===== src/rtl/nios_dut_pio_in_if.sv =====
// Avalon-MM slave bus bundle for the NIOS DUT input PIO.
// The master drives address/strobes/writedata; the slave returns registered readdata.
interface nios_dut_pio_in_if;
   logic [2:0]  address;
   logic        chipselect;
   logic        read_n;
   logic        write_n;
   logic [31:0] writedata;
   logic [31:0] readdata;

   modport master (
      output address,
      output chipselect,
      output read_n,
      output write_n,
      output writedata,
      input  readdata
   );

   modport slave (
      input  address,
      input  chipselect,
      input  read_n,
      input  write_n,
      input  writedata,
      output readdata
   );
endinterface


===== src/rtl/nios_dut_pio_in.sv =====
// Avalon-MM input PIO: synchronises an async bus, exposes its level, captures
// selected edges into a sticky W1C register and raises a masked level interrupt.
module nios_dut_pio_in #(
   parameter int WIDTH       = 8,
   parameter int EDGE_TYPE   = 0,
   parameter int SYNC_STAGES = 2
) (
   input  logic               clk,
   input  logic               reset,
   nios_dut_pio_in_if.slave   bus,
   input  logic [WIDTH-1:0]   in_port,
   output logic               irq
);

   typedef enum logic [2:0] {
      ADDR_DATA    = 3'd0,
      ADDR_IRQMASK = 3'd2,
      ADDR_EDGECAP = 3'd3
   } reg_addr_e;

   localparam int                CNT_W       = $clog2(SYNC_STAGES + 2);
   localparam logic [CNT_W-1:0]  SETTLE_DONE = CNT_W'(SYNC_STAGES + 1);

   logic [WIDTH-1:0] sync_q [SYNC_STAGES];
   logic [WIDTH-1:0] sync_d [SYNC_STAGES];
   logic [WIDTH-1:0] prev_q,     prev_d;
   logic [WIDTH-1:0] irqmask_q,  irqmask_d;
   logic [WIDTH-1:0] edgecap_q,  edgecap_d;
   logic [CNT_W-1:0] settle_q,   settle_d;
   logic [31:0]      readdata_q, readdata_d;
   logic             irq_q,      irq_d;

   logic             wr_en;
   logic             rd_en;
   logic             detect_en;
   logic [WIDTH-1:0] lvl;
   logic [WIDTH-1:0] wdata;
   logic [WIDTH-1:0] edge_vec;
   logic [WIDTH-1:0] clr_mask;
   logic [31:0]      rd_word;
   logic             unused_wdata;

   assign wr_en        = bus.chipselect & ~bus.write_n;
   assign rd_en        = bus.chipselect & ~bus.read_n;
   assign lvl          = sync_q[SYNC_STAGES-1];
   assign wdata        = bus.writedata[WIDTH-1:0];
   assign detect_en    = (settle_q == SETTLE_DONE);
   assign unused_wdata = ^bus.writedata;

   // NOTE: every signal driven here gets a default first, so no path leaves it
   // unassigned and no latch is inferred.
   always_comb begin
      sync_d[0] = in_port;
      for (int i = 1; i < SYNC_STAGES; i++) begin
         sync_d[i] = sync_q[i-1];
      end

      case (EDGE_TYPE)
         1:       edge_vec = ~lvl & prev_q;
         2:       edge_vec = lvl ^ prev_q;
         default: edge_vec = lvl & ~prev_q;
      endcase

      // A new capture outranks a write-1-to-clear of the same bit.
      clr_mask  = (wr_en && bus.address == ADDR_EDGECAP) ? wdata : '0;
      edgecap_d = (edgecap_q & ~clr_mask) | (detect_en ? edge_vec : '0);

      irqmask_d = (wr_en && bus.address == ADDR_IRQMASK) ? wdata : irqmask_q;
      prev_d    = lvl;
      settle_d  = detect_en ? settle_q : settle_q + CNT_W'(1);
      irq_d     = |(edgecap_q & irqmask_q);

      rd_word = '0;
      case (bus.address)
         ADDR_DATA:    rd_word[WIDTH-1:0] = lvl;
         ADDR_IRQMASK: rd_word[WIDTH-1:0] = irqmask_q;
         ADDR_EDGECAP: rd_word[WIDTH-1:0] = edgecap_q;
         default:      rd_word = '0;
      endcase
      readdata_d = rd_en ? rd_word : readdata_q;
   end

   // NOTE: state registers use non-blocking assignments so every flop samples
   // the pre-edge value of its neighbours regardless of statement order.
   always_ff @(posedge clk) begin
      if (reset) begin
         // NOTE: the synchroniser array is reset too; otherwise stale X/level
         // data would flow into prev and fake an edge once detection opens.
         for (int i = 0; i < SYNC_STAGES; i++) begin
            sync_q[i] <= '0;
         end
         prev_q     <= '0;
         irqmask_q  <= '0;
         edgecap_q  <= '0;
         settle_q   <= '0;
         readdata_q <= '0;
         irq_q      <= 1'b0;
      end else begin
         for (int i = 0; i < SYNC_STAGES; i++) begin
            sync_q[i] <= sync_d[i];
         end
         prev_q     <= prev_d;
         irqmask_q  <= irqmask_d;
         edgecap_q  <= edgecap_d;
         settle_q   <= settle_d;
         readdata_q <= readdata_d;
         irq_q      <= irq_d;
      end
   end

   assign bus.readdata = readdata_q;
   assign irq          = irq_q;

endmodule


===== src/flat_wrapper.sv =====
// flat-port wrapper written by rule: the top's interface ports become plain ports
module nios_dut_pio_in_flat 
#(
   parameter int WIDTH       = 8,
   parameter int EDGE_TYPE   = 0,
   parameter int SYNC_STAGES = 2
)
  (clk, reset, in_port, irq, bus_address, bus_chipselect, bus_read_n, bus_write_n, bus_writedata, bus_readdata);
  nios_dut_pio_in_if bus_i ();
  input  logic clk;
  input  logic reset;
  input  logic [WIDTH-1:0] in_port;
  output logic irq;
  input wire logic [$bits(bus_i.address)-1:0] bus_address;
  input wire logic [$bits(bus_i.chipselect)-1:0] bus_chipselect;
  input wire logic [$bits(bus_i.read_n)-1:0] bus_read_n;
  input wire logic [$bits(bus_i.write_n)-1:0] bus_write_n;
  input wire logic [$bits(bus_i.writedata)-1:0] bus_writedata;
  output wire logic [$bits(bus_i.readdata)-1:0] bus_readdata;
  assign bus_i.address = bus_address;
  assign bus_i.chipselect = bus_chipselect;
  assign bus_i.read_n = bus_read_n;
  assign bus_i.write_n = bus_write_n;
  assign bus_i.writedata = bus_writedata;
  assign bus_readdata = bus_i.readdata;
  nios_dut_pio_in #(.WIDTH(WIDTH), .EDGE_TYPE(EDGE_TYPE), .SYNC_STAGES(SYNC_STAGES)) u_core (.clk(clk), .reset(reset), .bus(bus_i), .in_port(in_port), .irq(irq));
endmodule

===== config.mk =====
export PLATFORM = sky130hd
export DESIGN_NAME = nios_dut_pio_in_flat
export DESIGN_NICKNAME = d
export VERILOG_FILES = /design/src/rtl/nios_dut_pio_in_if.sv /design/src/rtl/nios_dut_pio_in.sv /design/src/flat_wrapper.sv
export SDC_FILE = /design/constraint.sdc
export NUM_CORES = 1
export LEC_CHECK = 0
export CORE_MARGIN = 2
export CORE_UTILIZATION = 45
export CTS_BUF_LIST = sky130_fd_sc_hd__clkbuf_4 sky130_fd_sc_hd__clkbuf_8
export DETAILED_ROUTE_END_ITERATION = 12
export GPL_ROUTABILITY_DRIVEN = 0
export PLACE_DENSITY = 0.82
export SLEW_MARGIN = 25
export SYNTH_ARGS = -nofsm -noshare
export SYNTH_HDL_FRONTEND = slang
export SYNTH_SLANG_ARGS = --single-unit

===== constraint.sdc =====
create_clock -name clk -period 1.55 [get_ports clk]
set_input_delay 0.155 -clock clk [delete_from_list [all_inputs] [get_ports clk]]
set_output_delay 0.155 -clock clk [all_outputs]
set_load 0.03 [all_outputs]

==> results.tsv, run 1 <==
metric	value	unit
outcome	finished, final reports clean	
via_count_of_the_first_global_routing_pass	1310	
netlist_area	2138	sq um
startpoint_type	flop	
wl_per_cell	12.10	um
drc	0	
yosys.area.top_type_share	47.75	%
clkSlewWorstSetupHoldPaths	0.09	ns
yosys_register_bits	51	
dpl_cell_area	2439	sq um
synth_cell_types	26	
core.rowCount	25	
cp_slowest_stage_delay	0.68	ns
crit_path_end_kind	output port	
maxCapViolCount	0	
cp.arrival	1.33	ns
count_of_flip_flops_with_a_built_in_enable_after_synthesis	0	
synth.yosys.warnings	0	
top_layer_used	met4	
design.die.area	5320	sq um
ctsRootBufferMaster	clkbuf_8	
tritoncts	yes	
timing.critical_path.fanout_max	2	
period_needed	1.488	ns
area_growth_syn_to_layout	19.54	%
internal-power	2.001	mW
yosys_most_used_dff	dfxtp_1	
finish.net_count	294	
insertedDiodeCount	0	
finalHoldViolCount	0	
met1_wirelength	1620	um
initial_utilization	45.88	%
worstSkewPairLatency	0.31	ns
yosys.cell_count.top_type	dfxtp_1	
detailedRoute.firstIterationViolations	118	
cts.repair_timing.setup_buffer_count	0	
p_sw	0.6127	mW
synth_async_sr_flop_share	0	%
combinationalPowerShare	11.5	%
die_w	72.94	um
synth_top_cells_by_area	dfxtp_1 48%, buf_4 8.4%, mux2i_1 8.0%, nor2b_1 7.0%, nand2b_1 4.7%	
clock_sink_count	51	
final.hold.worst_slack	0.3966	ns
period_share	96.03	%
clock_path_buffers	2	
path_buf_inv	1	
sequentialPowerShare	52.6	%
leakage_power_summed_over_all_cells	0.9872	nW
wl_met2	1696	um
max_clock_freq	671.8	MHz
layout-drive-gt1-share	8.130	%
power-per-cell-area	1023	nW/um^2
clock-skew-final	0.01044	ns
postSynthCellCount	210	
post_cts_resize_count	0	
synth_common_cells	51 x dfxtp_1, 24 x buf_4, 24 x nor2b_1, 17 x mux2i_1, 16 x nand2b_1	
design.core.area	4661	sq um
place.detailed.hpwl	2591	um
grt_setup_unrepaired	false	
top_level_ports	81	
timing.final.max_slew_violations	0	
crit_path_cell_trace	clkdlybuf4s50_1	
cts_buffers	5	
h-tree-depth	2	
post_layout_nonfiller_instances	300	
holdBufCountCts	0	
avgSynthCellArea	10.18	sq um
power.switching_fraction	23.44	%
power.share.clock	35.8	%
worst_slew_margin_rel	58.03	%
wire_length_of_the_first_global_routing_pass	5906	um
worst_path_dominant_cell_family	buffers and inverters	
vias_per_cell	4.857	
detail-route-antenna-nets	0	
leading_area_contributor_after_synthesis	dfxtp_1	
detailroute.via_count	1457	
antenna_found_initial	0	
routed-wl-met3	260	um
post-route-cell-area	2556	sq um
tightestPinTransition	0.6296	ns
portBuffers	32	
overflow	0	
final-setup-viol-count	0	
power.ir.vdd_worst	0.4830	mV
detail_route.first_pass.iterations	4	
timing_worst_setup_path_type	reg -> out	
pin_count_of_the_biggest_net_entering_global_routing	31	
globalRouteTotalUtil	14.58	%
worst_ep_required_time	1.39	ns
slowest_stage	clkdlybuf4s50_1	
min-delay-path-class	in -> reg	
placed_cells_incl_taps	292	
synth_sequential_area_ratio	47.75	%
routed_wirelength	3629	um
die_height	72.94	um
-- final cells by class --
| class | instances | area [sq um] |
|---|---|---|
| fill | 427 | 2105 |
| sequential | 51 | 1021 |
| multi-input combinational | 144 | 938.4 |
| timing repair buffer | 42 | 407.9 |
| clock buffer | 6 | 82.58 |
| tap | 54 | 67.56 |
| clock inverter | 2 | 35.03 |
| inverter | 1 | 3.754 |
-- routing by layer --
metal | vias up | track usage [%]
met4 | 0 | 4.938
met5 | - | 0
met2 | 53 | 24.04
li1 | 739 | -
met1 | 660 | 17.80
met3 | 5 | 4.972
-- cell families (layout without fill, tap and decap cells) --
family / after synthesis / in the layout / share of synthesized area (%)
simple gates: 71 / 71 / 21.18
flops: 51 / 51 / 47.75
buf+inv: 38 / 51 / 12.40
compound gates: 30 / 30 / 9.538
mux: 17 / 17 / 7.958
fa+ha+maj: 1 / 1 / 0.5850
other cells: 1 / 24 / 0.1754
xor+xnor: 1 / 1 / 0.4097
-- final timing paths --
| kind | cells after the start | slack (ns) | end | from |
|---|---|---|---|---|
| setup reg to reg | 3 | 0.42 | u_core.settle_q[1] | u_core.settle_q[0] |
| hold reg to reg | 1 | 0.44 | u_core.sync_q[0][11] | u_core.sync_q[0][3] |
| setup / recovery | 1 | 0.06 | bus_readdata[6] | u_core.bus.readdata[6] |
| hold / removal | 2 | 0.40 | u_core.sync_q[0][7] | in_port[7] |
-- power by group through the flow --
stage	logic [mW]	clock network, mW	registers [mW]
6_report	0.301	0.937	1.38
5_1_grt	0.324	1.00	1.38
2_1_floorplan	0.249	0	1.40
3_5_place_dp	0.300	0	1.41
4_1_cts	0.302	0.954	1.38
3_3_place_gp	0.292	0	1.40
-- flip-flops by register name, summed over array words and instances, names as in the netlist --
name / flops
u_core.sync_q: 16
u_core.bus.readdata: 8
u_core.edgecap_q: 8
u_core.settle_q: 2
u_core.prev_q: 8
u_core.irqmask_q: 8
u_core.irq: 1
-- worst reg2reg max path, delay by kind of cell (launching register included) --
kind | cells | cell delay (ns)
mux | 1 | 0.24
flops | 1 | 0.35
simple gates | 1 | 0.05
fa+ha+maj | 1 | 0.38
-- layout by cell type (no fill, tap or decap), types with 2 or more instances in the layout --
master / n
dfxtp_1: 51
conb_1: 24
nand3b_1: 8
o21ai_0: 8
buf_4: 9
mux2i_1: 17
clkbuf_8: 6
a221o_1: 8
nand2b_1: 16
a22oi_1: 4
nand3_1: 8
nor2b_1: 24
a21oi_1: 9
clkdlybuf4s50_1: 32
nor3_1: 8
nor2_1: 2
-- through the flow --
step	setup TNS, ns	utilization, %	worst slack (ns)	power (mW)
2_1_floorplan	0	-	0.3088	1.650
3_3_place_gp	-2.052	52.32	-0.1222	1.696
3_5_place_dp	-2.429	52.32	-0.1627	1.707
4_1_cts	0	54.85	0.04421	2.633
5_1_grt	0	54.85	0.01548	2.708
6_report	0	54.85	0.06152	2.614
(Power assumes the default switching activity.)
==> run 2, diff against run 1 <==
--- a/config.mk
+++ b/config.mk
@@ -8,6 +8,7 @@
 export CORE_MARGIN = 2
 export CORE_UTILIZATION = 45
 export CTS_BUF_LIST = sky130_fd_sc_hd__clkbuf_4 sky130_fd_sc_hd__clkbuf_8
+export CTS_CLUSTER_SIZE = 8
 export DETAILED_ROUTE_END_ITERATION = 12
 export GPL_ROUTABILITY_DRIVEN = 0
 export PLACE_DENSITY = 0.82
==> results of run 2 <==
Same layout as run 1: the final DEF is identical, and so are final timing and power.
==> run 3, diff against run 2 <==
--- a/config.mk
+++ b/config.mk
@@ -6,12 +6,11 @@
 export NUM_CORES = 1
 export LEC_CHECK = 0
 export CORE_MARGIN = 2
-export CORE_UTILIZATION = 45
-export CTS_BUF_LIST = sky130_fd_sc_hd__clkbuf_4 sky130_fd_sc_hd__clkbuf_8
+export CORE_UTILIZATION = 35
 export CTS_CLUSTER_SIZE = 8
 export DETAILED_ROUTE_END_ITERATION = 12
 export GPL_ROUTABILITY_DRIVEN = 0
-export PLACE_DENSITY = 0.82
+export PLACE_DENSITY = 0.66
 export SLEW_MARGIN = 25
 export SYNTH_ARGS = -nofsm -noshare
 export SYNTH_HDL_FRONTEND = slang
==> results.tsv, run 3 (same netlist as run 1, synthesis figures left out) <==
metric	value	unit	change
routed_wirelength	3488	um	was 3629 um
timing_worst_setup_path_type	reg -> out		unchanged
detail-route-antenna-nets	0		unchanged
cp.arrival	1.31	ns	was 1.33 ns
design.core.area	5921	sq um	was 4661 sq um
power-per-cell-area	966.8	nW/um^2	was 1023 nW/um^2
fillCellCount	590		was 427
clock-skew-final	0.01038	ns	was 0.01044 ns
cts.repair_timing.setup_buffer_count	0		unchanged
worst_case_setup_margin_in_the_final_layout	0.08557	ns	was 0.06152 ns
wire_length_of_the_first_global_routing_pass	5830	um	was 5906 um
path_buf_inv	1		unchanged
tightestPinTransition	0.5935	ns	was 0.6296 ns
detailroute.via_count	1377		was 1457
clock_path_buffers	2		unchanged
top_register_by_number_of_flip_flops	u_core.sync_q		unchanged
mostFrequentLayoutCells	51 x dfxtp_1, 32 x clkdlybuf4s50_1, 24 x nor2b_1, 24 x conb_1, 17 x mux2i_1		unchanged
top_level_ports	81		unchanged
p_total	2.465	mW	was 2.614 mW
crit_path_cell_trace	clkdlybuf4s50_1		unchanged
power.ir.vdd_worst	0.4368	mV	was 0.4830 mV
vias_per_cell	4.317		was 4.857
post_cts_resize_count	0		unchanged
ctsRootBufferMaster	clkbuf_8		unchanged
r2r_start	u_core.settle_q[0]		unchanged
clock_sink_count	51		unchanged
finish.net_count	292		was 294
max_clock_freq	682.9	MHz	was 671.8 MHz
detail_route.first_pass.iterations	4		unchanged
slowest_stage	clkdlybuf4s50_1		unchanged
die_height	82.16	um	was 72.94 um
period_share	94.48	%	was 96.03%
worst_slew_margin_rel	60.43	%	was 58.03%
finalHoldViolCount	0		unchanged
grt_setup_unrepaired	false		unchanged
place.detailed.hpwl	2581	um	was 2591 um
hold_path_startpoint	in_port[0]		was in_port[7]
crit_path_end_kind	output port		unchanged
design.die.area	6750	sq um	was 5320 sq um
worst_path_dominant_cell_family	buffers and inverters		unchanged
cp_slowest_stage_delay	0.67	ns	was 0.68 ns
worst_ep_required_time	1.39	ns	about the same
globalRouteTotalUtil	11.28	%	was 14.58%
final_common_cell	dfxtp_1		unchanged
min-delay-path-class	in -> reg		unchanged
overflow	0		unchanged
area_growth_syn_to_layout	19.25	%	was 19.54%
insertedDiodeCount	0		unchanged
drc	0		unchanged
core.rowCount	28		was 25
largest_reg_flops	16		unchanged
startpoint_type	flop		unchanged
dp_slack	-0.1873	ns	was -0.1627 ns
initial_utilization	36.12	%	was 45.88%
antenna_found_initial	0		unchanged
portBuffers	32		unchanged
h-tree-depth	2		unchanged
clkSlewWorstSetupHoldPaths	0.09	ns	about the same
post-route-util	43.07	%	was 54.85%
worstSkewPairLatency	0.29	ns	was 0.31 ns
maxCapViolCount	0		unchanged
worst_setup_path_startpoint	u_core.bus.readdata[2]		was u_core.bus.readdata[6]
outcome	finished, final reports clean		unchanged
holdBufCountCts	0		unchanged
timing.critical_path.fanout_max	2		unchanged
tritoncts	yes		unchanged
layout-drive-gt1-share	6.967	%	was 8.130%
leakage_power_summed_over_all_cells	0.9679	nW	was 0.9872 nW
period_needed	1.464	ns	was 1.488 ns
final.hold.worst_slack	0.4128	ns	was 0.3966 ns
cts_buffers	5		unchanged
via_count_of_the_first_global_routing_pass	1305		was 1310
wl_per_cell	10.93	um	was 12.10 um
die_w	82.16	um	was 72.94 um
timing.final.max_slew_violations	0		unchanged
pin_count_of_the_biggest_net_entering_global_routing	28		was 31
detailedRoute.firstIterationViolations	89		was 118
final-setup-viol-count	0		unchanged
## run 3: cell type report
type / count / area, sq um / share of cell area (%)
inverters: 1 / 3.754 / 0.1472
flip-flops and latches: 51 / 1021 / 40.04
multi-input cells: 144 / 938.4 / 36.80
well taps: 75 / 93.84 / 3.680
clock buffers: 8 / 100.1 / 3.925
repair buffers: 40 / 392.9 / 15.41
## run 3: routing by layer
metal / part of all wire (%) / vias up / GRT usage [%]
met5: 0 / - / 0
met4: 0.89 / 0 / 4.000
met3: 6.0 / 5 / 2.935
met2: 46 / 42 / 18.37
met1: 47 / 595 / 14.42
li1: - / 735 / -
## run 3: path summary, 6_finish.rpt
kind                           to  depth (start not counted)  slack [ns]
min           u_core.sync_q[0][0]                          2        0.41
max reg2reg    u_core.settle_q[1]                          3        0.40
min reg2reg  u_core.sync_q[0][15]                          1        0.44
max               bus_readdata[2]                          1        0.09
## run 3: report_power, final
group | internal (mW) | total, mW | switching, mW
sequential | 1.35 | 1.38 | 0.0229
clock | 0.407 | 0.796 | 0.389
combinational | 0.122 | 0.293 | 0.171
## run 3: stage by stage
step	TNS [ns]	instances	area (sq um)
6_report	0	319	2550
5_1_grt	0	319	2550
4_1_cts	0	319	2550
3_5_place_dp	-2.495	311	2450
3_3_place_gp	-2.547	311	2450
2_1_floorplan	0	233	2225
## run 3: worst reg2reg max path, delay by kind of cell, from the launching register on
kind | cells | cell delay (ns)
DFF | 1 | 0.36
muxes | 1 | 0.24
and+or+nand+nor | 1 | 0.05
adders and majority gates | 1 | 0.39
